File: src/rtl/quiz_pkg.sv
// Shared definitions for the quiz race controller: state codes, display
// player codes and the key priority encoder.
package quiz_pkg;
  localparam int BCD_W = 4;

  localparam logic [2:0] ST_IDLE    = 3'd0;
  localparam logic [2:0] ST_ARMED   = 3'd1;
  localparam logic [2:0] ST_LOCKED  = 3'd2;
  localparam logic [2:0] ST_TIMEOUT = 3'd3;
  localparam logic [2:0] ST_FOUL    = 3'd4;

  localparam logic [3:0] PLAYER_NONE  = 4'd0;
  localparam logic [3:0] PLAYER_BLANK = 4'd10;

  // Lowest key index wins; returns the 1-based player number.
  function automatic logic [3:0] prio_player(input logic [3:0] keys);
    if (keys[0])      prio_player = 4'd1;
    else if (keys[1]) prio_player = 4'd2;
    else if (keys[2]) prio_player = 4'd3;
    else if (keys[3]) prio_player = 4'd4;
    else              prio_player = PLAYER_NONE;
  endfunction
endpackage

File: src/rtl/bcd_down_counter2.sv
// Two-digit BCD down counter with preset load; flags when the next
// decrement lands on 00.
module bcd_down_counter2
  import quiz_pkg::*;
#(
  parameter logic [BCD_W-1:0] INIT_H = 4'd3,
  parameter logic [BCD_W-1:0] INIT_L = 4'd0
) (
  input  logic             clk,
  input  logic             rst_n,
  input  logic             load,
  input  logic             dec,
  output logic [BCD_W-1:0] dig_h,
  output logic [BCD_W-1:0] dig_l,
  output logic             zero_next
);
  logic [BCD_W-1:0] h_q, h_d, l_q, l_d;

  always_comb begin
    h_d = h_q;
    l_d = l_q;
    if (load) begin
      h_d = INIT_H;
      l_d = INIT_L;
    end else if (dec) begin
      if (l_q == 4'd0) begin
        l_d = 4'd9;
        h_d = h_q - 4'd1;
      end else begin
        l_d = l_q - 4'd1;
      end
    end
  end

  always_ff @(posedge clk or negedge rst_n) begin
    if (!rst_n) begin
      h_q <= INIT_H;
      l_q <= INIT_L;
    end else begin
      h_q <= h_d;
      l_q <= l_d;
    end
  end

  assign dig_h     = h_q;
  assign dig_l     = l_q;
  assign zero_next = (h_q == 4'd0) && (l_q == 4'd1);
endmodule

File: src/rtl/quiz_race_controller.sv
// Four-player quiz buzzer: arbitrates the first key press after the host
// starts a round, runs the answer countdown and flags early presses.
module quiz_race_controller
  import quiz_pkg::*;
#(
  parameter int               T1S    = 50_000_000,
  parameter logic [BCD_W-1:0] INIT_H = 4'd3,
  parameter logic [BCD_W-1:0] INIT_L = 4'd0,
  parameter int               T_BUZZ = 25_000_000
) (
  input  logic             CLK,
  input  logic             RSTn,
  input  logic             Host_Start,
  input  logic             Host_Clear,
  input  logic [3:0]       Player_Key,
  output logic [3:0]       Player_Number,
  output logic [BCD_W-1:0] TimerH,
  output logic [BCD_W-1:0] TimerL,
  output logic             Buzzer,
  output logic             Foul_Flag
);
  localparam int PW = (T1S > 1) ? $clog2(T1S) : 1;
  localparam int BW = $clog2(T_BUZZ + 1);

  logic [2:0]    state_q, state_d;
  logic [PW-1:0] pre_q, pre_d;
  logic [BW-1:0] bcnt_q, bcnt_d;
  logic [3:0]    player_q, player_d;
  logic          start_prev_q, buzz_q, buzz_d, foul_q, foul_d;
  logic          key_any, start_rise, sec_tick, dec, load, zero_next, entry;

  assign key_any    = |Player_Key;
  assign start_rise = Host_Start & ~start_prev_q;
  assign sec_tick   = (state_q == ST_ARMED) && (pre_q == PW'(T1S - 1));

  always_comb begin
    state_d = state_q;
    dec     = 1'b0;
    if (Host_Clear) begin
      state_d = ST_IDLE;
    end else begin
      case (state_q)
        ST_IDLE: begin
          if (key_any)         state_d = ST_FOUL;
          else if (start_rise) state_d = ST_ARMED;
        end
        ST_ARMED: begin
          // A key in the same cycle as the final tick wins: value stays at 01.
          if (key_any) begin
            state_d = ST_LOCKED;
          end else if (sec_tick) begin
            dec = 1'b1;
            if (zero_next) state_d = ST_TIMEOUT;
          end
        end
        default: ;
      endcase
    end
  end

  always_comb begin
    pre_d = '0;
    if (state_q == ST_ARMED && state_d == ST_ARMED && !sec_tick)
      pre_d = pre_q + 1'b1;

    case (state_d)
      ST_IDLE:             player_d = PLAYER_BLANK;
      ST_LOCKED, ST_FOUL:  player_d = (state_q != state_d) ? prio_player(Player_Key) : player_q;
      default:             player_d = PLAYER_NONE;
    endcase

    entry = (state_d != state_q) &&
            (state_d == ST_LOCKED || state_d == ST_TIMEOUT || state_d == ST_FOUL);
    buzz_d = buzz_q;
    bcnt_d = bcnt_q;
    if (state_d == ST_IDLE) begin
      buzz_d = 1'b0;
      bcnt_d = '0;
    end else if (entry) begin
      buzz_d = 1'b1;
      bcnt_d = BW'(T_BUZZ - 1);
    end else if (buzz_q) begin
      if (bcnt_q == '0) buzz_d = 1'b0;
      else              bcnt_d = bcnt_q - 1'b1;
    end

    foul_d = (state_d == ST_FOUL);
  end

  // Keep the preset loaded while idle so the display shows it and ARMED starts fresh.
  assign load = (state_d == ST_IDLE) || (state_q == ST_IDLE);

  bcd_down_counter2 #(.INIT_H(INIT_H), .INIT_L(INIT_L)) u_cnt (
    .clk       (CLK),
    .rst_n     (RSTn),
    .load      (load),
    .dec       (dec),
    .dig_h     (TimerH),
    .dig_l     (TimerL),
    .zero_next (zero_next)
  );

  always_ff @(posedge CLK or negedge RSTn) begin
    if (!RSTn) begin
      state_q      <= ST_IDLE;
      pre_q        <= '0;
      bcnt_q       <= '0;
      player_q     <= PLAYER_BLANK;
      start_prev_q <= 1'b0;
      buzz_q       <= 1'b0;
      foul_q       <= 1'b0;
    end else begin
      state_q      <= state_d;
      pre_q        <= pre_d;
      bcnt_q       <= bcnt_d;
      player_q     <= player_d;
      start_prev_q <= Host_Start;
      buzz_q       <= buzz_d;
      foul_q       <= foul_d;
    end
  end

  assign Player_Number = player_q;
  assign Buzzer        = buzz_q;
  assign Foul_Flag     = foul_q;
endmodule

File: config.mk
export PLATFORM = sky130hd
export DESIGN_NAME = quiz_race_controller
export DESIGN_NICKNAME = d
export VERILOG_FILES = /design/src/rtl/quiz_pkg.sv /design/src/rtl/bcd_down_counter2.sv /design/src/rtl/quiz_race_controller.sv
export SDC_FILE = /design/constraint.sdc
export NUM_CORES = 1
export LEC_CHECK = 0
export CORE_AREA = 2 2 113 115
export CTS_CLUSTER_SIZE = 28
export DETAILED_ROUTE_END_ITERATION = 6
export DIE_AREA = 0 0 115 117
export PLACE_DENSITY = 0.52
export SYNTH_ARGS = -nofsm -noshare
export SYNTH_HDL_FRONTEND = slang
export SYNTH_HIERARCHICAL = 1
export SYNTH_SLANG_ARGS = --single-unit
File: constraint.sdc
create_clock -name CLK -period 3.7 [get_ports CLK]
set_clock_uncertainty 0.2 [all_clocks]
set_input_delay 0.74 -clock CLK [delete_from_list [all_inputs] [get_ports CLK]]
set_output_delay 0.74 -clock CLK [all_outputs]
set_load 0.01 [all_outputs]
==> results.toml, run 1 <==
[status]
status = "completed"

[detailed_routing]
wl_mm = 7.01
vias_per_cell = 4.78
wire_per_inst_um = 12.8
num_vias = 2624
ant_nets = 0
drt-pass1-iter-count = 5
drt-initial-drc-count = 123
remaining_drc_errors = 0

[critical_path]
reg2reg_slack_ps = 980
arrival_ps = 3050
reg2reg_depth = 7
end_kind = "flip-flop"
r2r-start = "pre_q[24]$_DFF_PN0_"
critPathMaxFanout = 8
reg2reg_to = "u_cnt/dig_l[3]$_DFFE_PN0P_"
path_class = "in -> reg"
cp-start-kind = "input port"
crit_required_ps = 3760

[worst_hold_path]
holdPathStages = 1
hp-start = "pre_q[0]$_DFF_PN0_"
hp-class = "reg -> reg"
hold_end = "pre_q[0]$_DFF_PN0_"

[die]
io-pin-count = 22
die_y_um = 117
rows = 41
core_area_um2 = 12300
start_util = 0.292
die_x_um = 115
die_area_um2 = 13500

[timing]
min_period_over_period = 0.808
setup_viol = 0
relSlewSlack = 0.425
rsz0062_at_grt = "no"
finalMaxSlewViolations = 0
setup_tns_ps = 0
clock.fmax_ghz = 0.334
hold_violations = 0
fin_crit_ps = 2990
worst_pin_slew_ps = 863
setup_ws_ps = 709

[clock_tree]
post_cts_buffers = 0
cts_root_buf = "clkbuf_16"
max-clock-path-buffers = 2
cts_max_level = 3
holdBufCountCts = 0
clock-sinks = 69
tritoncts = "yes"
clk_pin_slew_ps = 60
postCtsResizedCells = 0
clock_latency_ps = 330
cts_made_buffers = 9

[final_layout]
nets = 411
antennaDiodeCount = 0
layout-drive-gt1-share = 0.0927
area_growth_pct = 17.6

[power_and_ir_drop]
peakVddDrop_mv = 0.212
p_leak_nw = 1.71
power.density_nw_per_um2 = 434

[logic_synthesis]
yosysWarnings = 6
synth_compound_area_frac = 0.0836
synthMuxAreaShare = 0.00279
synth_xor_xnor_area_share = 0.119
synth_edf_count = 0
synthFlopType = "dfrtp_1"
post-synth-top-area-cell = "dfrtp_1"
syn_avg_cell_area_um2 = 9.73
seq_area_frac_synth = 0.482
synth_area_leaders = "dfrtp_1 (45%), xnor2_1 (7.1%), nor2_1 (6.2%)"
synth_area_um2 = 3590
ys_types = 51
synth_top_family_by_area = "simple AND/OR/NAND/NOR gates"
async_flop_share = 1.00
synth_fp_nets = 384
synth-seq-cells = 69
synth_cells = 369
synthAdderAreaFrac = 0.0244
synth_top_area_frac = 0.453
synth-simple-area-share = 0.257

[global_route]
antenna_found_initial = 0
grt_max_degree = 70
grt_pass1_wl_mm = 12.6
track_usage = 0.118
first_global_vias = 2631
overflow = 0

[placed_design]
io_buffers = 21
place_hpwl_mm = 4.68
gp_congestion = 0.783
dp_slack_ps = 381

[job]
drv_cap = 0
[routing by layer]
| metal | wire (um) | track usage | part of all wire | vias up |
|---|---|---|---|---|
| met3 | 274 | 0.0381 | 0.039 | 8 |
| met5 | 0 | 0 | 0 | - |
| met2 | 3320 | 0.194 | 0.47 | 37 |
| met4 | 84 | 0.0345 | 0.012 | 0 |
| met1 | 3330 | 0.149 | 0.48 | 1257 |
| li1 | - | - | - | 1322 |
[cells in the mapped netlist, types with 3 or more instances]
| cell type | number |
|---|---|
| a21oi_1 | 30 |
| and3_1 | 3 |
| buf_2 | 3 |
| dfrtp_1 | 65 |
| dfstp_2 | 4 |
| ha_1 | 7 |
| inv_1 | 14 |
| nand2_1 | 23 |
| nand2b_1 | 4 |
| nand3_1 | 14 |
| nand4_1 | 7 |
| nor2_1 | 59 |
| nor3_1 | 18 |
| nor4_1 | 12 |
| o21ai_0 | 4 |
| o21bai_1 | 3 |
| or3_1 | 7 |
| xnor2_1 | 29 |
| xor2_1 | 20 |
[power breakdown]
group | switching, W | internal (W) | leakage (nW)
Combinational | 0.000136 | 0.0000942 | 0.645
Sequential | 0.0000341 | 0.000790 | 0.928
Clock | 0.000298 | 0.000480 | 0.134
[worst max-delay path, stage by stage]
cell and delay, ps:
clkdlybuf4s50_1 470, nor4_2 520, nor3_1 140, or2_1 270, a41o_1 200, or2_2 380
a31o_2 230, a21oi_1 110
[placed cells by master (no fill, tap or decap), types with 2 or more instances in the layout]
cell and n:
clkinv_2 2, clkbuf_16 9, or2_2 2, buf_4 4
and3_1 3, nor2b_1 2, inv_1 14, nor4_1 12
clkbuf_8 2, or3b_2 2, or2_1 2, a21o_1 2
dfstp_2 4, o21ai_0 4, a31oi_1 2, or3_1 7
ha_1 7, xnor2_1 29, a211o_1 2, nor3_1 18
clkdlybuf4s50_1 20, nor4_2 2, o21bai_1 3, nor2_1 59
and2_1 2, nand3_1 14, nand2b_1 4, dfrtp_1 65
xor2_1 20, nand2_1 23, a21oi_1 30, nand4_1 7
[worst max-delay path by stage]
stage	startpoint	endpoint	slack, ps	cells after the start
6_report	Player_Key[1]	u_cnt/dig_l[3]$_DFFE_PN0P_	710	8
5_1_grt	Player_Key[1]	u_cnt/dig_l[3]$_DFFE_PN0P_	620	8
3_5_place_dp	Player_Key[1]	u_cnt/dig_l[3]$_DFFE_PN0P_	380	8
3_3_place_gp	Player_Key[1]	u_cnt/dig_l[3]$_DFFE_PN0P_	460	8
4_1_cts	Player_Key[1]	u_cnt/dig_l[3]$_DFFE_PN0P_	730	8
2_1_floorplan	pre_q[24]$_DFF_PN0_	u_cnt/dig_h[3]$_DFFE_PN0P_	890	7
[per-stage QoR]
step / power, W / utilization / hold slack (ps) / instance area (um^2) / std cells
2_1_floorplan: 0.000997 / - / 244 / 3590 / 369
3_3_place_gp: 0.00107 / 0.322 / 273 / 3960 / 535
3_5_place_dp: 0.00107 / 0.322 / 288 / 3960 / 535
4_1_cts: 0.00186 / 0.343 / 296 / 4230 / 549
5_1_grt: 0.00193 / 0.343 / 348 / 4230 / 549
6_report: 0.00183 / 0.343 / 291 / 4230 / 549
[state kept, by name, summed over array words and instances (netlist names)]
name / flops
pre_q: 26
state_q: 3
Player_Number: 4
Buzzer: 1
u_cnt/dig_l: 4
start_prev_q: 1
u_cnt/dig_h: 4
Foul_Flag: 1
bcnt_q: 25
[layout make-up]
class | count | area, um^2
inverter | 14 | 52.6
clock buffer | 12 | 256
timing repair buffer | 25 | 235
multi-input combinational | 277 | 1750
clock inverter | 2 | 10.0
tap | 150 | 188
fill | 1266 | 8090
sequential | 69 | 1730
[logic make-up (layout without fill, tap and decap cells)]
| kind of cell | Yosys count | in the layout |
|---|---|---|
| adder cells (fa/ha/maj) | 7 | 7 |
| AND/OR/NAND/NOR | 171 | 171 |
| flip-flops | 69 | 69 |
| buffers and inverters | 23 | 53 |
| multiplexers | 1 | 1 |
| XOR/XNOR | 49 | 49 |
| AO/OA/AOI/OAI | 49 | 49 |
No activity file was read; power rests on OpenSTA's default activity.
==> run 2: changes to the inputs <==
==> constraint.sdc (replaced) <==
create_clock -name CLK -period 3.05 [get_ports CLK]
set_clock_uncertainty 0.2 [all_clocks]
set_input_delay 0.61 -clock CLK [delete_from_list [all_inputs] [get_ports CLK]]
set_output_delay 0.61 -clock CLK [all_outputs]
set_load 0.01 [all_outputs]
==> run 2 against run 1 <==
  * Setup slack worse by 400 ps
  * Global-route usage is 0.25 points higher
  * Highest routed layer unchanged
  * Via count is 1.9% higher
  * Clock power is 47% higher
  * Critical endpoint unchanged
  * Register-to-register slack worse by 670 ps
==> results.toml, run 2 (synthesis results as in run 1) <==
[status]
status = "completed"

[timing]
relSlewSlack = 0.577
hold_violations = 0
rsz0062_at_grt = "no"
worst_pin_slew_ps = 629
setup_viol = 0
min_period_over_period = 0.899
finalMaxSlewViolations = 0
setup_tns_ps = 0
fin_crit_ps = 2740
clock.fmax_ghz = 0.365

[final_layout]
multi_input_area_um2 = 1750
seqCellArea_um2 = 1730
area_growth_pct = 20.7
reg_top3 = "pre_q: 26 flops, bcnt_q: 25 flops"
final_cells = 556
antennaDiodeCount = 0
fillCellCount = 1257
layout-drive-gt1-share = 0.108
largest_reg_flops = 26
fin_util = 0.352
nets = 416
layout_common_cells = "dfrtp_1 (65), nor2_1 (59), a21oi_1 (30)"
top_register = "pre_q"
layout_commonest_cell = "dfrtp_1"

[placed_design]
placed_cells = 540
place_hpwl_mm = 4.82
gp_congestion = 0.771
io_buffers = 21

[die]
die_x_um = 115
start_util = 0.292
rows = 41
core_area_um2 = 12300
die_y_um = 117
io-pin-count = 22
die_area_um2 = 13500

[clock_tree]
clock-sinks = 69
tritoncts = "yes"
cts_root_buf = "clkbuf_16"
clk_pin_slew_ps = 60
post_cts_buffers = 0
clock_latency_ps = 330
cts_made_buffers = 9
max-clock-path-buffers = 2
holdBufCountCts = 0
cts_max_level = 3
postCtsResizedCells = 0

[critical_path]
slowest_delay_ps = 560
critPathMaxFanout = 8
r2r-start = "pre_q[24]$_DFF_PN0_"
path_class = "reg -> reg"
crit_required_ps = 3110
reg2reg_depth = 7
cp_slowest_cell = "or4b_4"
cp-start-kind = "flip-flop"
end_kind = "flip-flop"
reg2reg_to = "u_cnt/dig_l[3]$_DFFE_PN0P_"
arrival_ps = 2800
critical_path.cell_chain = "or4b_4 -> nor4_4 -> nand4_2 -> a41o_1 -> or2_2 -> a31o_2 -> a21oi_1"
reg2reg_slack_ps = 310

[power_and_ir_drop]
p_leak_nw = 1.76
peakVddDrop_mv = 0.272
power.density_nw_per_um2 = 560
finalPower_w = 0.00243

[global_route]
first_global_vias = 2675
antenna_found_initial = 0
grt_pass1_wl_mm = 13.0
track_usage = 0.120
overflow = 0
grt_max_degree = 70

[detailed_routing]
num_vias = 2674
remaining_drc_errors = 0
drt-initial-drc-count = 200
vias_per_cell = 4.81
wl_mm = 7.13
drt-pass1-iter-count = 4
ant_nets = 0
wire_per_inst_um = 12.8

[worst_hold_path]
hp-class = "in -> async"

[job]
drv_cap = 0
## run 2: worst max path at each step
| stage | from | to | slack, ps | depth (start not counted) |
|---|---|---|---|---|
| floorplan | pre_q[24]$_DFF_PN0_ | u_cnt/dig_h[3]$_DFFE_PN0P_ | 240 | 7 |
| global placement | Player_Key[1] | u_cnt/dig_l[3]$_DFFE_PN0P_ | 100 | 8 |
| detailed placement | Player_Key[1] | u_cnt/dig_l[3]$_DFFE_PN0P_ | 60 | 8 |
| CTS | pre_q[24]$_DFF_PN0_ | u_cnt/dig_l[3]$_DFFE_PN0P_ | 300 | 7 |
| global route | pre_q[9]$_DFF_PN0_ | u_cnt/dig_h[3]$_DFFE_PN0P_ | 140 | 8 |
| finish | pre_q[24]$_DFF_PN0_ | u_cnt/dig_l[3]$_DFFE_PN0P_ | 310 | 7 |
## run 2: critical path, delay by kind of cell, from the launching register on
family	cells	cell delay, ps
simple gates	4	1440
compound gates	3	630
flops	1	410
## run 2: final cells by class
type,instances,area share
clock inverter,4,0.0162
inverter,14,0.0121
sequential,69,0.399
multi-input combinational,277,0.404
tap,150,0.0433
timing repair buffer,30,0.0658
clock buffer,12,0.0592
## run 2: routing by layer
metal | wire length (um) | vias up | global-route usage
met3 | 236 | 9 | 0.0340
li1 | - | 1334 | -
met4 | 104 | 0 | 0.0418
met2 | 3310 | 23 | 0.189
met5 | 0 | - | 0
met1 | 3480 | 1308 | 0.159
## run 2: through the flow
| stage | setup WS [ps] | area, um^2 | hold WS (ps) |
|---|---|---|---|
| 6_report | 309 | 4340 | 99.5 |
| 3_5_place_dp | 59.4 | 4010 | 290 |
| 2_1_floorplan | 243 | 3590 | 114 |
| 4_1_cts | 296 | 4340 | 117 |
| 3_3_place_gp | 95.5 | 4010 | 271 |
| 5_1_grt | 142 | 4340 | 130 |
## run 2: report_power, final
group          internal [W]  switching [W]  total (W)
clock              0.000758       0.000380    0.00114
combinational      0.000121       0.000169   0.000290
sequential         0.000958      0.0000409   0.000999
